**src/rtl/pause_dim_ctrl.sv**
```systemverilog
// pause_dim_ctrl: merges pause sources, fades the picture after a long pause, re-registers video on ce_pix.
module pause_dim_ctrl #(
    parameter logic [31:0] DIM_DELAY   = 32'h1C9C3800,
    parameter int          FADE_FRAMES = 4,
    parameter int          MAX_LEVEL   = 4
) (
    input  logic        clk_sys,
    input  logic        reset_n,
    input  logic        btn_pause,
    input  logic        osd_open,
    input  logic        osd_pause_en,
    input  logic        hs_access,
    input  logic        ce_pix,
    input  logic [11:0] rgb_in,
    input  logic        hblank_in,
    input  logic        vblank_in,
    input  logic        hs_in,
    input  logic        vs_in,
    output logic        pause,
    output logic        user_paused,
    output logic [2:0]  dim_level,
    output logic [11:0] rgb_out,
    output logic        hblank_out,
    output logic        vblank_out,
    output logic        hs_out,
    output logic        vs_out
);
    localparam int FW = FADE_FRAMES > 1 ? $clog2(FADE_FRAMES) : 1;

    typedef enum logic [1:0] {RUN, WAIT, FADE, DIM} state_t;

    state_t          state_q, state_d;
    logic            btn_q, user_paused_q, user_paused_d;
    logic [31:0]     timer_q, timer_d;
    logic [FW-1:0]   frame_cnt_q, frame_cnt_d;
    logic [2:0]      dim_level_q, dim_level_d;
    logic [11:0]     rgb_q, rgb_d;
    logic            hblank_q, vblank_q, hs_q, vs_q;
    logic            vb_rise;

    function automatic logic [3:0] dim4(input logic [3:0] c, input logic [2:0] l);
        logic [6:0] p;
        p = 7'(c) * 7'(l);
        return c - p[6:3];
    endfunction

    always_comb begin
        pause         = user_paused_q | hs_access | (osd_open & osd_pause_en);
        // vblank_q is vblank_in one ce_pix ago, so it doubles as the edge detector
        vb_rise       = ce_pix & vblank_in & ~vblank_q;
        user_paused_d = user_paused_q ^ (btn_pause & ~btn_q);
        timer_d       = !pause ? '0 : (timer_q == DIM_DELAY ? timer_q : timer_q + 32'd1);
        rgb_d         = (hblank_in | vblank_in) ? '0 :
                        {dim4(rgb_in[11:8], dim_level_q), dim4(rgb_in[7:4], dim_level_q), dim4(rgb_in[3:0], dim_level_q)};
        state_d       = state_q;
        frame_cnt_d   = frame_cnt_q;
        dim_level_d   = dim_level_q;
        if (!pause) begin
            state_d     = RUN;
            frame_cnt_d = '0;
            dim_level_d = '0;
        end else begin
            case (state_q)
                RUN:  state_d = WAIT;
                WAIT: if (timer_q == DIM_DELAY) begin
                    state_d     = FADE;
                    frame_cnt_d = '0;
                end
                FADE: if (vb_rise) begin
                    if (frame_cnt_q == FW'(FADE_FRAMES - 1)) begin
                        frame_cnt_d = '0;
                        dim_level_d = dim_level_q + 3'd1;
                        state_d     = (dim_level_q + 3'd1 == 3'(MAX_LEVEL)) ? DIM : FADE;
                    end else begin
                        frame_cnt_d = frame_cnt_q + 1'b1;
                    end
                end
                default: state_d = state_q;
            endcase
        end
    end

    always_ff @(posedge clk_sys or negedge reset_n) begin
        if (!reset_n) begin
            state_q       <= RUN;
            btn_q         <= 1'b0;
            user_paused_q <= 1'b0;
            timer_q       <= '0;
            frame_cnt_q   <= '0;
            dim_level_q   <= '0;
            rgb_q         <= '0;
            hblank_q      <= 1'b1;
            vblank_q      <= 1'b1;
            hs_q          <= 1'b0;
            vs_q          <= 1'b0;
        end else begin
            state_q       <= state_d;
            btn_q         <= btn_pause;
            user_paused_q <= user_paused_d;
            timer_q       <= timer_d;
            frame_cnt_q   <= frame_cnt_d;
            dim_level_q   <= dim_level_d;
            if (ce_pix) begin
                rgb_q    <= rgb_d;
                hblank_q <= hblank_in;
                vblank_q <= vblank_in;
                hs_q     <= hs_in;
                vs_q     <= vs_in;
            end
        end
    end

    assign user_paused = user_paused_q;
    assign dim_level   = dim_level_q;
    assign rgb_out     = rgb_q;
    assign hblank_out  = hblank_q;
    assign vblank_out  = vblank_q;
    assign hs_out      = hs_q;
    assign vs_out      = vs_q;
endmodule

```
**config.mk**
```make
export PLATFORM = sky130hd
export DESIGN_NAME = pause_dim_ctrl
export DESIGN_NICKNAME = d
export VERILOG_FILES = /design/src/rtl/pause_dim_ctrl.sv
export SDC_FILE = /design/constraint.sdc
export NUM_CORES = 1
export LEC_CHECK = 0
export ABC_AREA = 1
export CAP_MARGIN = 10
export CORE_ASPECT_RATIO = 1.25
export CORE_MARGIN = 2
export CORE_UTILIZATION = 40
export CTS_CLUSTER_SIZE = 24
export DETAILED_ROUTE_END_ITERATION = 10
export PLACE_DENSITY_LB_ADDON = 0.08
export SETUP_SLACK_MARGIN = 0.1
export SYNTH_ARGS = -nofsm -noshare
export SYNTH_HDL_FRONTEND = slang
export SYNTH_SLANG_ARGS = --single-unit
```
**constraint.sdc**
```tcl
create_clock -name clk_sys -period 3.7 [get_ports clk_sys]
set_input_delay 0.74 -clock clk_sys [delete_from_list [all_inputs] [get_ports clk_sys]]
set_output_delay 0.74 -clock clk_sys [all_outputs]
set_load 0.03 [all_outputs]
```
==> flow_metrics.tcl <==
set metrics [dict create \
    power.static_leakage_nw 2.59 \
    layout-area-overhead-vs-synth_pct 24.9 \
    sequential_fraction_of_the_synthesis_area_pct 34.6 \
    critPathMaxFanout 3 \
    worst_setup_path_end_kind "flop" \
    core-area_um2 10100 \
    max-vdd-ir-drop_uv 277 \
    critPathKind "input port to flop" \
    critPathSlowestCell "sky130_fd_sc_hd__fa_1" \
    cp-start-kind "input port" \
    status "completed" \
    power.sequential.fraction_pct 29.1 \
    cts.reportedPaths.clkPinSlew_ns 0.06 \
    numClockSinks 57 \
    detailed_route_drc_error_count 0 \
    min_period_ns 3.42 \
    overall_power_mw 2.89 \
    avgRoutedWirePerCell_um 12.6 \
    number_of_synthesized_flops_with_an_enable_pin 0 \
    pwr-share-comb_pct 42.5 \
    dp_hpwl_um 7410 \
    cts_tree "built" \
    arrival_ns 3.64 \
    global_route.peak_usage_layer "met2" \
    post_synth.cell_area_avg_um2 7.46 \
    groute.layer.met3.usage_pct 4.48 \
    start_util_pct 40.9 \
    detailroute.via_count 3636 \
    synth.cell_area_um2 4140 \
    groute.layer.met2.usage_pct 32.9 \
    diodes 0 \
    drt_pass1_iterations 5 \
    io_pins 44 \
    total_track_usage_pct 19.1 \
    grt_overflow_total 0 \
    postSynthCellCount 554 \
    yosys_most_used_dff "sky130_fd_sc_hd__dfrtp_1" \
    netSwitchingPower_mw 1.13 \
    chipHeight_um 118 \
    met1_resource_use_gr_pct 22.5 \
    slew_viol_final 0 \
    portBuffers 43 \
    internal_power_mw 1.76 \
    timing.critical_path.required_ns 3.92 \
    sw_ratio_pct 39.0 \
    max_slew.worst_pin.slew_ns 0.998 \
    cts_max_level 3 \
    timing.final.crit_share_pct 92.4 \
    final_antenna_net_count 0 \
    worstSkewPairLatency_ns 0.33 \
    drive_above_1_share_pct 12.0 \
    peak_per_stage_delay_on_the_critical_path_ns 0.51 \
    pwr_density_cell_nw_per_um2 559 \
    p_clk_share_pct 28.4 \
    cts-hold-fix-buffers 0 \
    pre_cts_ws_ns -0.157 \
    full_die_area_um2 11200 \
    synth-async-reset-ratio_pct 100 \
    drv_cap 0 \
    first_iter_violations 163 \
    clock-root-buffer "sky130_fd_sc_hd__clkbuf_16" \
    cts-root-to-sink-buffers 2 \
    worst_hold_slack_ns 0.462 \
    postSynthRegisterBits 57 \
    timing.critical_path.cells "clkdlybuf4s50_1 -> nand2_1 -> inv_1 -> fa_1 -> nand3_1 -> nor2_1 -> fa_2 -> xor2_2 -> inv_1 -> ha_1 -> nand2_1 -> nor2_1 -> a211oi_1 -> inv_1 -> or2_2 -> nand3_1 -> nand2_1" \
    regToRegStartpoint "dim_level[1]$_DFFE_PN0P_" \
    grt_start_max_net_pins 43 \
    rows 41 \
    detail_route.vias_per_cell 4.82 \
    number_of_global_route_vias_before_repair 3734 \
    maxClockFrequency_mhz 292 \
    timing.max_slew.rel_slack_pct 33.5 \
    min_from "hblank_out$_DFFE_PN1P_" \
    n_fill_cell 1008 \
    finClkSkew_ns 0.00444 \
    synth.lib_cells_used.distinct 34 \
    synth_nets 618 \
    drt_wl_total_um 9520 \
    rsz0062_at_grt "true" \
    postLayoutSetupSlackWorst_ns 0.281 \
    grt_antenna_before_repair 0 \
    hold_class "flop to flop" \
    grt_first_pass_wirelength_um 16800 \
    setup_viol 0 \
    crit_start "rgb_in[5]" \
    gp_routability_congestion 0.817 \
    area_occupied_by_multi_input_gates_um2 2360 \
    design.final.nets 684 \
    report.final.hold_viol_count 0 \
    synth-warning-count 0 \
    clock_buffers_created_by_tritoncts 9 \
    floorplan.die.width_um 94.9 \
    final-seq-area_um2 1430 \
    finalCoreUtilization_pct 51.1 \
]
[final timing paths]
kind / to / slack [ns] / cells after the start
setup / recovery: rgb_out[7]$_DFFE_PN0P_ / 0.28 / 17
hold / removal: hblank_out$_DFFE_PN1P_ / 0.46 / 2
setup reg to reg: rgb_out[3]$_DFFE_PN0P_ / 0.47 / 16
hold reg to reg: hblank_out$_DFFE_PN1P_ / 0.46 / 2
max in group asynchronous: vblank_out$_DFFE_PN1P_ / 2.30 / 2
min in group asynchronous: timer_q[18]$_DFFE_PN0P_ / 0.58 / 1
[cells in the final DEF (no fill, tap or decap), types with 6 or more instances in the layout]
cell,n
sky130_fd_sc_hd__fa_1,11
sky130_fd_sc_hd__ha_1,29
sky130_fd_sc_hd__a21oi_1,23
sky130_fd_sc_hd__xor2_1,12
sky130_fd_sc_hd__nor3_1,15
sky130_fd_sc_hd__inv_1,85
sky130_fd_sc_hd__nand3_1,19
sky130_fd_sc_hd__clkbuf_16,9
sky130_fd_sc_hd__nand2_2,6
sky130_fd_sc_hd__nor2_1,55
sky130_fd_sc_hd__nand2_1,152
sky130_fd_sc_hd__buf_4,20
sky130_fd_sc_hd__o21ai_0,24
sky130_fd_sc_hd__clkdlybuf4s50_1,41
sky130_fd_sc_hd__xnor2_1,8
sky130_fd_sc_hd__dfrtp_1,55
sky130_fd_sc_hd__nand4_1,7
[area by class of cell]
cell class | instances | share of cell area, %
inverters | 91 | 6.61
repair buffers | 63 | 11.2
clock inverters | 7 | 1.38
multi-input cells | 398 | 45.7
clock buffers | 9 | 4.36
well taps | 129 | 3.12
flip-flops and latches | 57 | 27.7
[synth_stat cells, types with 2 or more instances]
| library cell | count | area (µm²) |
|---|---|---|
| sky130_fd_sc_hd__xnor2_1 | 9 | 78.8 |
| sky130_fd_sc_hd__nand2_2 | 6 | 37.5 |
| sky130_fd_sc_hd__nand2_1 | 152 | 571 |
| sky130_fd_sc_hd__fa_1 | 12 | 240 |
| sky130_fd_sc_hd__a211oi_1 | 2 | 15.0 |
| sky130_fd_sc_hd__nor2_2 | 4 | 25.0 |
| sky130_fd_sc_hd__xor2_1 | 13 | 114 |
| sky130_fd_sc_hd__nor4_1 | 2 | 12.5 |
| sky130_fd_sc_hd__ha_1 | 29 | 363 |
| sky130_fd_sc_hd__nor2_1 | 55 | 206 |
| sky130_fd_sc_hd__inv_2 | 4 | 15.0 |
| sky130_fd_sc_hd__o21ai_1 | 5 | 25.0 |
| sky130_fd_sc_hd__dfstp_2 | 2 | 52.6 |
| sky130_fd_sc_hd__nand3_2 | 3 | 30.0 |
| sky130_fd_sc_hd__nand3_1 | 19 | 95.1 |
| sky130_fd_sc_hd__nor3_2 | 5 | 50.1 |
| sky130_fd_sc_hd__nor3_1 | 15 | 75.1 |
| sky130_fd_sc_hd__o21ai_0 | 24 | 120 |
| sky130_fd_sc_hd__or2_2 | 2 | 12.5 |
| sky130_fd_sc_hd__buf_2 | 3 | 15.0 |
| sky130_fd_sc_hd__nor2_4 | 5 | 56.3 |
| sky130_fd_sc_hd__a21oi_1 | 23 | 115 |
| sky130_fd_sc_hd__nand4_1 | 7 | 43.8 |
| sky130_fd_sc_hd__clkbuf_1 | 4 | 15.0 |
| sky130_fd_sc_hd__dfrtp_1 | 55 | 1380 |
| sky130_fd_sc_hd__inv_1 | 86 | 323 |
[sequential cells by signal, indices dropped and copies added (netlist names)]
signal,count
vs_out,1
user_paused,1
hblank_out,1
hs_out,1
rgb_out,12
btn_q,1
frame_cnt_q,2
dim_level,3
state_q,2
timer_q,32
vblank_out,1
[kinds of logic after synthesis]
family	after synthesis	synth area share, %
fa+ha+maj	41	14.6
xor+xnor	22	4.66
flops	57	34.6
buf+inv	99	9.08
compound gates	56	6.99
simple gates	279	30.1
[metal layers]
| metal | vias to the layer above | share of wire [%] |
|---|---|---|
| met4 | 0 | 2.3 |
| met2 | 62 | 52 |
| met5 | - | 0 |
| met3 | 12 | 2.8 |
| li1 | 1867 | - |
| met1 | 1695 | 43 |
[power by group through the flow]
| stage | logic, mW | clock network (mW) | registers (mW) |
|---|---|---|---|
| 6_report | 1.23 | 0.821 | 0.841 |
| 5_1_grt | 1.39 | 0.879 | 0.857 |
| 4_1_cts | 1.23 | 0.843 | 0.843 |
| 3_5_place_dp | 1.22 | 0 | 0.851 |
| 3_3_place_gp | 1.18 | 0 | 0.851 |
| 2_1_floorplan | 0.720 | 0 | 0.920 |
[critical path, delay by kind of cell]
| family | cells | cell delay [ns] |
|---|---|---|
| and+or+nand+nor | 8 | 0.90 |
| buffers and inverters | 4 | 0.64 |
| AOI/OAI and AO/OA | 1 | 0.16 |
| xor gates and xnor gates | 1 | 0.16 |
| adders and majority gates | 3 | 1.05 |
[timing repair]
action,4_1_cts,5_1_grt
buffers inserted,0,0
setup endpoints to repair,0,3
resized for setup,0,7
[stage by stage]
| stage | instance area, µm² | cells | TNS (ns) |
|---|---|---|---|
| after floorplan | 4140 | 554 | 0 |
| after global placement | 4840 | 738 | -0.194 |
| after detailed placement | 4840 | 738 | -0.504 |
| after CTS | 5130 | 754 | 0 |
| after global routing | 5170 | 754 | 0 |
| final | 5170 | 754 | 0 |
(Power assumes the default switching activity.)
